$ cat src/rtl/usbfs_host_transaction.sv
// USB FS host transaction initiator: sends token (+DATAx), waits for the reply, ACKs good IN data and reports one result.
// All outputs registered; tp_byte answers a byte request on the next cycle; cmd_ready is low (commands dropped) while busy.
module usbfs_host_transaction #(
  parameter int MAXPKT         = 64,
  parameter int TIMEOUT_CYCLES = 1000,
  parameter int IPG_CYCLES     = 16
) (
  input  logic       clk,
  input  logic       rst,
  input  logic       cmd_valid,
  output logic       cmd_ready,
  input  logic [1:0] cmd_type,
  input  logic [6:0] cmd_addr,
  input  logic [3:0] cmd_endp,
  input  logic [9:0] cmd_len,
  input  logic       cmd_toggle,
  output logic [9:0] buf_addr,
  input  logic [7:0] buf_data,
  output logic [7:0] rd_data,
  output logic       rd_valid,
  output logic       res_valid,
  output logic [2:0] res_code,
  output logic [9:0] res_len,
  output logic       res_toggle,
  output logic       tp_sta,
  output logic [3:0] tp_pid,
  input  logic       tp_byte_req,
  output logic [7:0] tp_byte,
  output logic       tp_fin_n,
  input  logic       tp_done,
  input  logic [3:0] rp_pid,
  input  logic       rp_byte_en,
  input  logic [7:0] rp_byte,
  input  logic       rp_fin,
  input  logic       rp_okay
);

  localparam logic [3:0] PID_OUT   = 4'b0001;
  localparam logic [3:0] PID_IN    = 4'b1001;
  localparam logic [3:0] PID_SETUP = 4'b1101;
  localparam logic [3:0] PID_DATA0 = 4'b0011;
  localparam logic [3:0] PID_DATA1 = 4'b1011;
  localparam logic [3:0] PID_ACK   = 4'b0010;
  localparam logic [3:0] PID_NAK   = 4'b1010;
  localparam logic [3:0] PID_STALL = 4'b1110;

  localparam logic [2:0] RC_ACK = 3'd0, RC_NAK = 3'd1, RC_STALL = 3'd2;
  localparam logic [2:0] RC_TIMEOUT = 3'd3, RC_ERR = 3'd4, RC_DATA_OK = 3'd5;

  localparam int TW = $clog2(TIMEOUT_CYCLES + 1);
  localparam int GW = $clog2(IPG_CYCLES + 1);
  localparam logic [TW-1:0] TMR_LAST = TW'(TIMEOUT_CYCLES - 1);
  localparam logic [GW-1:0] GAP_LAST = GW'(IPG_CYCLES - 1);
  localparam logic [9:0]    MAXLEN   = 10'(MAXPKT);

  typedef enum logic [3:0] {
    S_IDLE, S_TOK, S_GAP, S_DATA, S_WAIT_HS, S_WAIT_DATA, S_GAP_ACK, S_ACK, S_REPORT
  } state_t;

  state_t        state_q, state_d;
  logic [1:0]    ty_q, ty_d;
  logic [6:0]    addr_q, addr_d;
  logic [3:0]    endp_q, endp_d;
  logic [9:0]    len_q, len_d;
  logic          tog_q, tog_d;
  logic [1:0]    idx_q, idx_d;
  logic [GW-1:0] gap_q, gap_d;
  logic [TW-1:0] tmr_q, tmr_d;
  logic [7:0]    dl0_q, dl0_d, dl1_q, dl1_d;
  logic [1:0]    fill_q, fill_d;
  logic [9:0]    rlen_q, rlen_d;
  logic          ovf_q, ovf_d;
  logic          rx_tog_q, rx_tog_d;
  logic          sta_q, sta_d;
  logic [3:0]    pid_q, pid_d;
  logic [7:0]    tbyte_q, tbyte_d;
  logic          fin_n_q, fin_n_d;
  logic [9:0]    baddr_q, baddr_d;
  logic [7:0]    rd_data_q, rd_data_d;
  logic          rd_valid_q, rd_valid_d;
  logic          res_valid_q, res_valid_d;
  logic [2:0]    res_code_q, res_code_d;
  logic [9:0]    res_len_q, res_len_d;
  logic          res_tog_q, res_tog_d;

  logic [9:0]    rlen_nx;
  logic          ovf_nx;
  logic          fin_go, fin_tog;
  logic [2:0]    fin_code;
  logic [4:0]    tok_crc;
  logic [7:0]    tok_b0, tok_b1;

  // Token CRC5 over {endp,addr}, addr[0] shifted in first, result inverted.
  function automatic logic [4:0] crc5(input logic [10:0] d);
    logic [4:0] c;
    logic       fb;
    c = 5'h1F;
    for (int i = 0; i < 11; i++) begin
      fb = d[i] ^ c[4];
      c  = {c[3:0], 1'b0} ^ (fb ? 5'b00101 : 5'b00000);
    end
    return ~c;
  endfunction

  assign tok_crc = crc5({endp_q, addr_q});
  assign tok_b0  = {endp_q[0], addr_q};
  assign tok_b1  = {tok_crc[0], tok_crc[1], tok_crc[2], tok_crc[3], tok_crc[4], endp_q[3:1]};

  always_comb begin
    state_d     = state_q;
    ty_d        = ty_q;
    addr_d      = addr_q;
    endp_d      = endp_q;
    len_d       = len_q;
    tog_d       = tog_q;
    idx_d       = idx_q;
    gap_d       = gap_q;
    tmr_d       = tmr_q;
    dl0_d       = dl0_q;
    dl1_d       = dl1_q;
    fill_d      = fill_q;
    rx_tog_d    = rx_tog_q;
    sta_d       = 1'b0;
    pid_d       = pid_q;
    tbyte_d     = tbyte_q;
    fin_n_d     = fin_n_q;
    baddr_d     = baddr_q;
    rd_data_d   = rd_data_q;
    rd_valid_d  = 1'b0;
    res_valid_d = 1'b0;
    res_code_d  = res_code_q;
    res_len_d   = res_len_q;
    res_tog_d   = res_tog_q;
    fin_go      = 1'b0;
    fin_code    = RC_ERR;
    fin_tog     = 1'b0;
    rlen_nx     = rlen_q;
    ovf_nx      = ovf_q;

    // Hold back the last two bytes seen: they turn out to be the CRC16 once rp_fin arrives.
    if (state_q == S_WAIT_DATA && rp_byte_en) begin
      if (fill_q == 2'd2) begin
        if (rlen_q < MAXLEN) begin
          rd_valid_d = 1'b1;
          rd_data_d  = dl1_q;
          rlen_nx    = rlen_q + 10'd1;
        end else begin
          ovf_nx = 1'b1;
        end
      end else begin
        fill_d = fill_q + 2'd1;
      end
      dl1_d = dl0_q;
      dl0_d = rp_byte;
    end
    rlen_d = rlen_nx;
    ovf_d  = ovf_nx;

    case (state_q)
      S_IDLE: begin
        if (cmd_valid) begin
          ty_d    = cmd_type;
          addr_d  = cmd_addr;
          endp_d  = cmd_endp;
          len_d   = (cmd_len > MAXLEN) ? MAXLEN : cmd_len;
          tog_d   = cmd_toggle;
          idx_d   = 2'd0;
          baddr_d = 10'd0;
          rlen_d  = 10'd0;
          ovf_d   = 1'b0;
          fill_d  = 2'd0;
          sta_d   = 1'b1;
          pid_d   = (cmd_type == 2'd1) ? PID_IN : (cmd_type == 2'd2) ? PID_SETUP : PID_OUT;
          state_d = S_TOK;
        end
      end
      S_TOK: begin
        if (tp_byte_req) begin
          case (idx_q)
            2'd0:    begin tbyte_d = tok_b0; fin_n_d = 1'b1; end
            2'd1:    begin tbyte_d = tok_b1; fin_n_d = 1'b1; end
            default: begin tbyte_d = 8'h00;  fin_n_d = 1'b0; end
          endcase
          if (idx_q != 2'd2) idx_d = idx_q + 2'd1;
        end
        if (tp_done) begin
          if (ty_q == 2'd1) begin
            state_d = S_WAIT_DATA;
            tmr_d   = '0;
          end else begin
            state_d = S_GAP;
            gap_d   = '0;
          end
        end
      end
      S_GAP: begin
        if (gap_q == GAP_LAST) begin
          sta_d   = 1'b1;
          pid_d   = (ty_q == 2'd2 || !tog_q) ? PID_DATA0 : PID_DATA1;
          state_d = S_DATA;
        end else begin
          gap_d = gap_q + GW'(1);
        end
      end
      S_DATA: begin
        // buf_addr already points at the next byte, so buf_data is ready when the request comes.
        if (tp_byte_req) begin
          if (baddr_q < len_q) begin
            tbyte_d = buf_data;
            fin_n_d = 1'b1;
            baddr_d = baddr_q + 10'd1;
          end else begin
            fin_n_d = 1'b0;
          end
        end
        if (tp_done) begin
          state_d = S_WAIT_HS;
          tmr_d   = '0;
        end
      end
      S_WAIT_HS: begin
        if (rp_fin) begin
          fin_go = 1'b1;
          if (!rp_okay)              fin_code = RC_ERR;
          else if (rp_pid == PID_ACK)   fin_code = RC_ACK;
          else if (rp_pid == PID_NAK)   fin_code = RC_NAK;
          else if (rp_pid == PID_STALL) fin_code = RC_STALL;
          else                          fin_code = RC_ERR;
        end else if (tmr_q == TMR_LAST) begin
          fin_go   = 1'b1;
          fin_code = RC_TIMEOUT;
        end else begin
          tmr_d = tmr_q + TW'(1);
        end
      end
      S_WAIT_DATA: begin
        if (rp_fin) begin
          if (rp_okay && (rp_pid == PID_DATA0 || rp_pid == PID_DATA1) && !ovf_nx) begin
            rx_tog_d = rp_pid[3];
            gap_d    = '0;
            state_d  = S_GAP_ACK;
          end else begin
            fin_go = 1'b1;
            if (rp_okay && rp_pid == PID_NAK)        fin_code = RC_NAK;
            else if (rp_okay && rp_pid == PID_STALL) fin_code = RC_STALL;
            else                                     fin_code = RC_ERR;
          end
        end else if (tmr_q == TMR_LAST) begin
          fin_go   = 1'b1;
          fin_code = RC_TIMEOUT;
        end else begin
          tmr_d = tmr_q + TW'(1);
        end
      end
      S_GAP_ACK: begin
        if (gap_q == GAP_LAST) begin
          sta_d   = 1'b1;
          pid_d   = PID_ACK;
          state_d = S_ACK;
        end else begin
          gap_d = gap_q + GW'(1);
        end
      end
      S_ACK: begin
        if (tp_byte_req) begin
          tbyte_d = 8'h00;
          fin_n_d = 1'b0;
        end
        if (tp_done) begin
          fin_go   = 1'b1;
          fin_code = RC_DATA_OK;
          fin_tog  = rx_tog_q;
        end
      end
      S_REPORT: state_d = S_IDLE;
      default:  state_d = S_IDLE;
    endcase

    if (fin_go) begin
      state_d     = S_REPORT;
      res_valid_d = 1'b1;
      res_code_d  = fin_code;
      res_len_d   = rlen_nx;
      res_tog_d   = fin_tog;
    end
  end

  always_ff @(posedge clk) begin
    if (rst) begin
      state_q     <= S_IDLE;
      ty_q        <= 2'd0;
      addr_q      <= 7'd0;
      endp_q      <= 4'd0;
      len_q       <= 10'd0;
      tog_q       <= 1'b0;
      idx_q       <= 2'd0;
      gap_q       <= '0;
      tmr_q       <= '0;
      dl0_q       <= 8'd0;
      dl1_q       <= 8'd0;
      fill_q      <= 2'd0;
      rlen_q      <= 10'd0;
      ovf_q       <= 1'b0;
      rx_tog_q    <= 1'b0;
      sta_q       <= 1'b0;
      pid_q       <= 4'd0;
      tbyte_q     <= 8'd0;
      fin_n_q     <= 1'b0;
      baddr_q     <= 10'd0;
      rd_data_q   <= 8'd0;
      rd_valid_q  <= 1'b0;
      res_valid_q <= 1'b0;
      res_code_q  <= 3'd0;
      res_len_q   <= 10'd0;
      res_tog_q   <= 1'b0;
    end else begin
      state_q     <= state_d;
      ty_q        <= ty_d;
      addr_q      <= addr_d;
      endp_q      <= endp_d;
      len_q       <= len_d;
      tog_q       <= tog_d;
      idx_q       <= idx_d;
      gap_q       <= gap_d;
      tmr_q       <= tmr_d;
      dl0_q       <= dl0_d;
      dl1_q       <= dl1_d;
      fill_q      <= fill_d;
      rlen_q      <= rlen_d;
      ovf_q       <= ovf_d;
      rx_tog_q    <= rx_tog_d;
      sta_q       <= sta_d;
      pid_q       <= pid_d;
      tbyte_q     <= tbyte_d;
      fin_n_q     <= fin_n_d;
      baddr_q     <= baddr_d;
      rd_data_q   <= rd_data_d;
      rd_valid_q  <= rd_valid_d;
      res_valid_q <= res_valid_d;
      res_code_q  <= res_code_d;
      res_len_q   <= res_len_d;
      res_tog_q   <= res_tog_d;
    end
  end

  assign cmd_ready  = (state_q == S_IDLE);
  assign buf_addr   = baddr_q;
  assign rd_data    = rd_data_q;
  assign rd_valid   = rd_valid_q;
  assign res_valid  = res_valid_q;
  assign res_code   = res_code_q;
  assign res_len    = res_len_q;
  assign res_toggle = res_tog_q;
  assign tp_sta     = sta_q;
  assign tp_pid     = pid_q;
  assign tp_byte    = tbyte_q;
  assign tp_fin_n   = fin_n_q;

endmodule

$ cat config.mk
export PLATFORM = sky130hd
export DESIGN_NAME = usbfs_host_transaction
export DESIGN_NICKNAME = d
export VERILOG_FILES = /design/src/rtl/usbfs_host_transaction.sv
export SDC_FILE = /design/constraint.sdc
export NUM_CORES = 1
export LEC_CHECK = 0
export CAP_MARGIN = 20
export CORE_MARGIN = 2
export CORE_UTILIZATION = 35
export CTS_CLUSTER_DIAMETER = 80
export DETAILED_ROUTE_END_ITERATION = 16
export GPL_TIMING_DRIVEN = 0
export PLACE_DENSITY = 0.6
export SLEW_MARGIN = 30
export SYNTH_ARGS = -nofsm -noshare
export SYNTH_HDL_FRONTEND = slang
export SYNTH_SLANG_ARGS = --single-unit
$ cat constraint.sdc
create_clock -name clk -period 2.69 [get_ports clk]
set_clock_uncertainty 0.2 [all_clocks]
set_input_delay 0.6725 -clock clk [delete_from_list [all_inputs] [get_ports clk]]
set_output_delay 0.6725 -clock clk [all_outputs]
set_load 0.05 [all_outputs]
==> impl_metrics.toml <==
[status]
status = "complete, no violations"

[hold_path]
holdPathStages = 2
hp-start = "len_q[7]"
hold_class = "reg -> reg"
worstHoldEndpoint = "len_q[7]"

[floorplan]
rows = 46
die_w_um = 131
die_area_um2 = 17100
core_um2 = 15800
die_h_um = 131
io_pins = 101
start_util_pct = 35.6

[global_routing]
grt_pass1_vias = 5113
grt_start_max_net_pins = 17
grt_overflow = 0
grt_usage_pct = 18.6
antenna_found_initial = 0
grt_first_pass_wirelength_um = 24600

[logic_synthesis]
synthArstFlopShare_pct = 0
synth_ff_type = "dfxtp_1"
synthTopCellsByArea = "dfxtp_1 44%, nand2_1 7.9%, a21oi_1 6.5%, ha_1 4.5%, nor2_1 3.6%"
syn-mean-instance-area_um2 = 8.36
synth_top_cell_area_share_pct = 43.8
netlist_area_um2 = 5620
synth-seq-cells = 123
ys_seq_area_share_pct = 43.8
syn-num-nets = 744
synth_cells = 672
synth.distinct_cells = 67
synth_edf_count = 0
synth_warnings = 0
synth_top_area_cell = "dfxtp_1"

[setup_path]
r2r-start = "state_q[0]"
timing.rr.end = "buf_addr[6]"
cp_data_required_time_ps = 1820
critical_path_class = "reg -> out"
critPathSlowestCell = "clkdlybuf4s50_1"
startpoint_type = "flip-flop"
crit_path_max_fanout = 6
startpoint = "buf_addr[0]"
cp_slowest_stage_delay_ps = 860
end_kind = "output port"
critPathBufInv = 1
r2r_setup_slack_ps = 160
r2r_cells = 6
arrival_ps = 1760
crit_chain = "clkdlybuf4s50_1"
cpLargestDelayFamily = "buffers and inverters"

[power]
internal-power_mw = 4.50
pwr_density_cell_nw_per_um2 = 871
swShare_pct = 32.3
pwr-share-comb_pct = 28.8
leakagePower_nw = 2.76
clock_power_share_pct = 39.5
switching_power_mw = 2.15
seq_power_share_pct = 31.7
ir_drop_mv = 0.443

[route]
num_vias = 5252
drt_iter0_drc = 326
wire_per_inst_um = 15.2
drtAntennaViolNets = 0
vias_per_cell = 5.16
wl_um = 15500
dr.pass1.iters = 5
drc = 0

[placed_design]
hpwl_um = 11500
port_buffers = 99
gp_congestion = 0.873
placed_cell_area_um2 = 6890

[sta]
max_slew.worst_pin.slew_ps = 762
relSlewSlack_pct = 49.2
drv_slew = 0
period_minus_slack_ps = 2630
fmax_ghz = 0.380
whs_ps = 243
min_period_over_period_pct = 97.8
finalSetupTns_ps = 0
hold_viol = 0
finalSetupViolations = 0
rsz0062_at_grt = "true"

[layout]
n_antenna_cell = 0
layout_commonest_cell = "dfxtp_1"
layout.nets = 862
final_cell_mix = "123 x dfxtp_1, 118 x nand2_1, 95 x clkdlybuf4s50_1"
area_growth_pct = 36.0
fin_area_um2 = 7640
fillCellCount = 1538
drive_above_1_share_pct = 7.61

[clock_tree]
cts_tree = "yes"
clock-sinks = 123
cts.clk_slew.worst_paths_ps = 60
clk_root_buffer_cell = "clkbuf_16"
clk_latency_ps = 420
cts_hold_buf = 0
htreeDepth = 4
numCtsBuffers = 17
postCtsSetupRepairBufs = 0
clock_path_buffers = 2

[job]
max-cap-violations = 0
-- per-layer routing --
layer  vias to the layer above  global-route usage (%)  routed length, um  share of wire (%)
met5                         -                       0                  0                  0
met4                         0                    6.95                280                1.8
met3                        24                    4.64                642                4.1
met2                       141                    32.0               7700                 50
met1                      2479                    22.4               6870                 44
li1                       2608                       -                  -                  -
-- registers in the layout, summed over array words and instances, names as in the netlist, 2 cells and up --
| name | cells |
|---|---|
| res_code | 3 |
| buf_addr | 10 |
| res_len | 10 |
| state_q | 4 |
| endp_q | 4 |
| tmr_q | 10 |
| rlen_q | 10 |
| idx_q | 2 |
| dl0_q | 8 |
| ty_q | 2 |
| len_q | 10 |
| tp_byte | 8 |
| gap_q | 5 |
| rd_data | 8 |
| tp_pid | 4 |
| fill_q | 2 |
| dl1_q | 8 |
| addr_q | 7 |
-- how the worst max path moves through the flow --
stage | slack (ps) | cells past startpoint | end
2_1_floorplan | 50 | 8 | buf_addr[1]
3_3_place_gp | -690 | 6 | buf_addr[0]
3_5_place_dp | -720 | 6 | ovf_q
4_1_cts | 0.2 | 7 | gap_q[0]
5_1_grt | -40 | 6 | buf_addr[6]
6_report | 60 | 1 | buf_addr[0]
-- layout make-up --
| cell class | count | area, um^2 | share of cell area, % |
|---|---|---|---|
| multi-input cells | 487 | 2970 | 38.9 |
| flip-flops and latches | 123 | 2460 | 32.2 |
| repair buffers | 99 | 1000 | 13.1 |
| clock buffers | 21 | 470 | 6.16 |
| well taps | 216 | 270 | 3.54 |
| clock inverters | 10 | 211 | 2.77 |
| plain buffers | 33 | 143 | 1.87 |
| inverters | 29 | 110 | 1.44 |
-- power by group through the flow --
stage	sequential, mW	clock (mW)	combinational, mW
after floorplan	2.28	0	1.16
after global placement	2.13	0	1.85
after detailed placement	2.14	0	1.86
after CTS	2.10	2.68	1.88
after global routing	2.12	2.75	2.08
final	2.11	2.63	1.91
-- through the flow --
step	utilization, %	setup slack [ps]	instances	power (mW)
after global placement	43.7	-694	987	3.98
after detailed placement	43.7	-719	987	4.00
after floorplan	-	51.6	672	3.44
after CTS	48.1	0.155	1018	6.67
after global routing	48.4	-41.4	1018	6.95
final	48.4	59.9	1018	6.65
-- synth_stat cells (3+ instances only) --
library cell  number
a211oi_1           6
a21oi_1           73
a22o_1             5
a22oi_1            5
a311oi_1           5
a31oi_1            9
a32oi_1            3
and2_1             3
and3_1            10
buf_1              3
clkbuf_1          26
dfxtp_1          123
ha_1              20
inv_1             27
mux2i_1            4
nand2_1          118
nand2b_1           5
nand3_1           18
nand4_1            5
nor2_1            54
nor2b_1            3
nor3_1            12
nor3b_1            6
nor4_1             7
o2111ai_1          4
o21ai_0           25
o2bb2ai_1          8
or3_1              8
or4_1              3
xnor2_1           20
xor2_1             9
-- logic make-up after synthesis --
| group | share of synthesized area, % |
|---|---|
| and+or+nand+nor | 23.0 |
| AOI/OAI and AO/OA | 18.1 |
| DFF | 43.8 |
| buffers and inverters | 4.39 |
| xor gates and xnor gates | 5.32 |
| adders and majority gates | 4.46 |
| muxes | 0.913 |
-- what timing repair did --
item,4_1_cts,5_1_grt
pin swaps,0,2
hold endpoints to repair,0,0
gates resized for setup,9,13
endpoints found under the setup margin,27,20
Power figures use the tool's default switching activity.
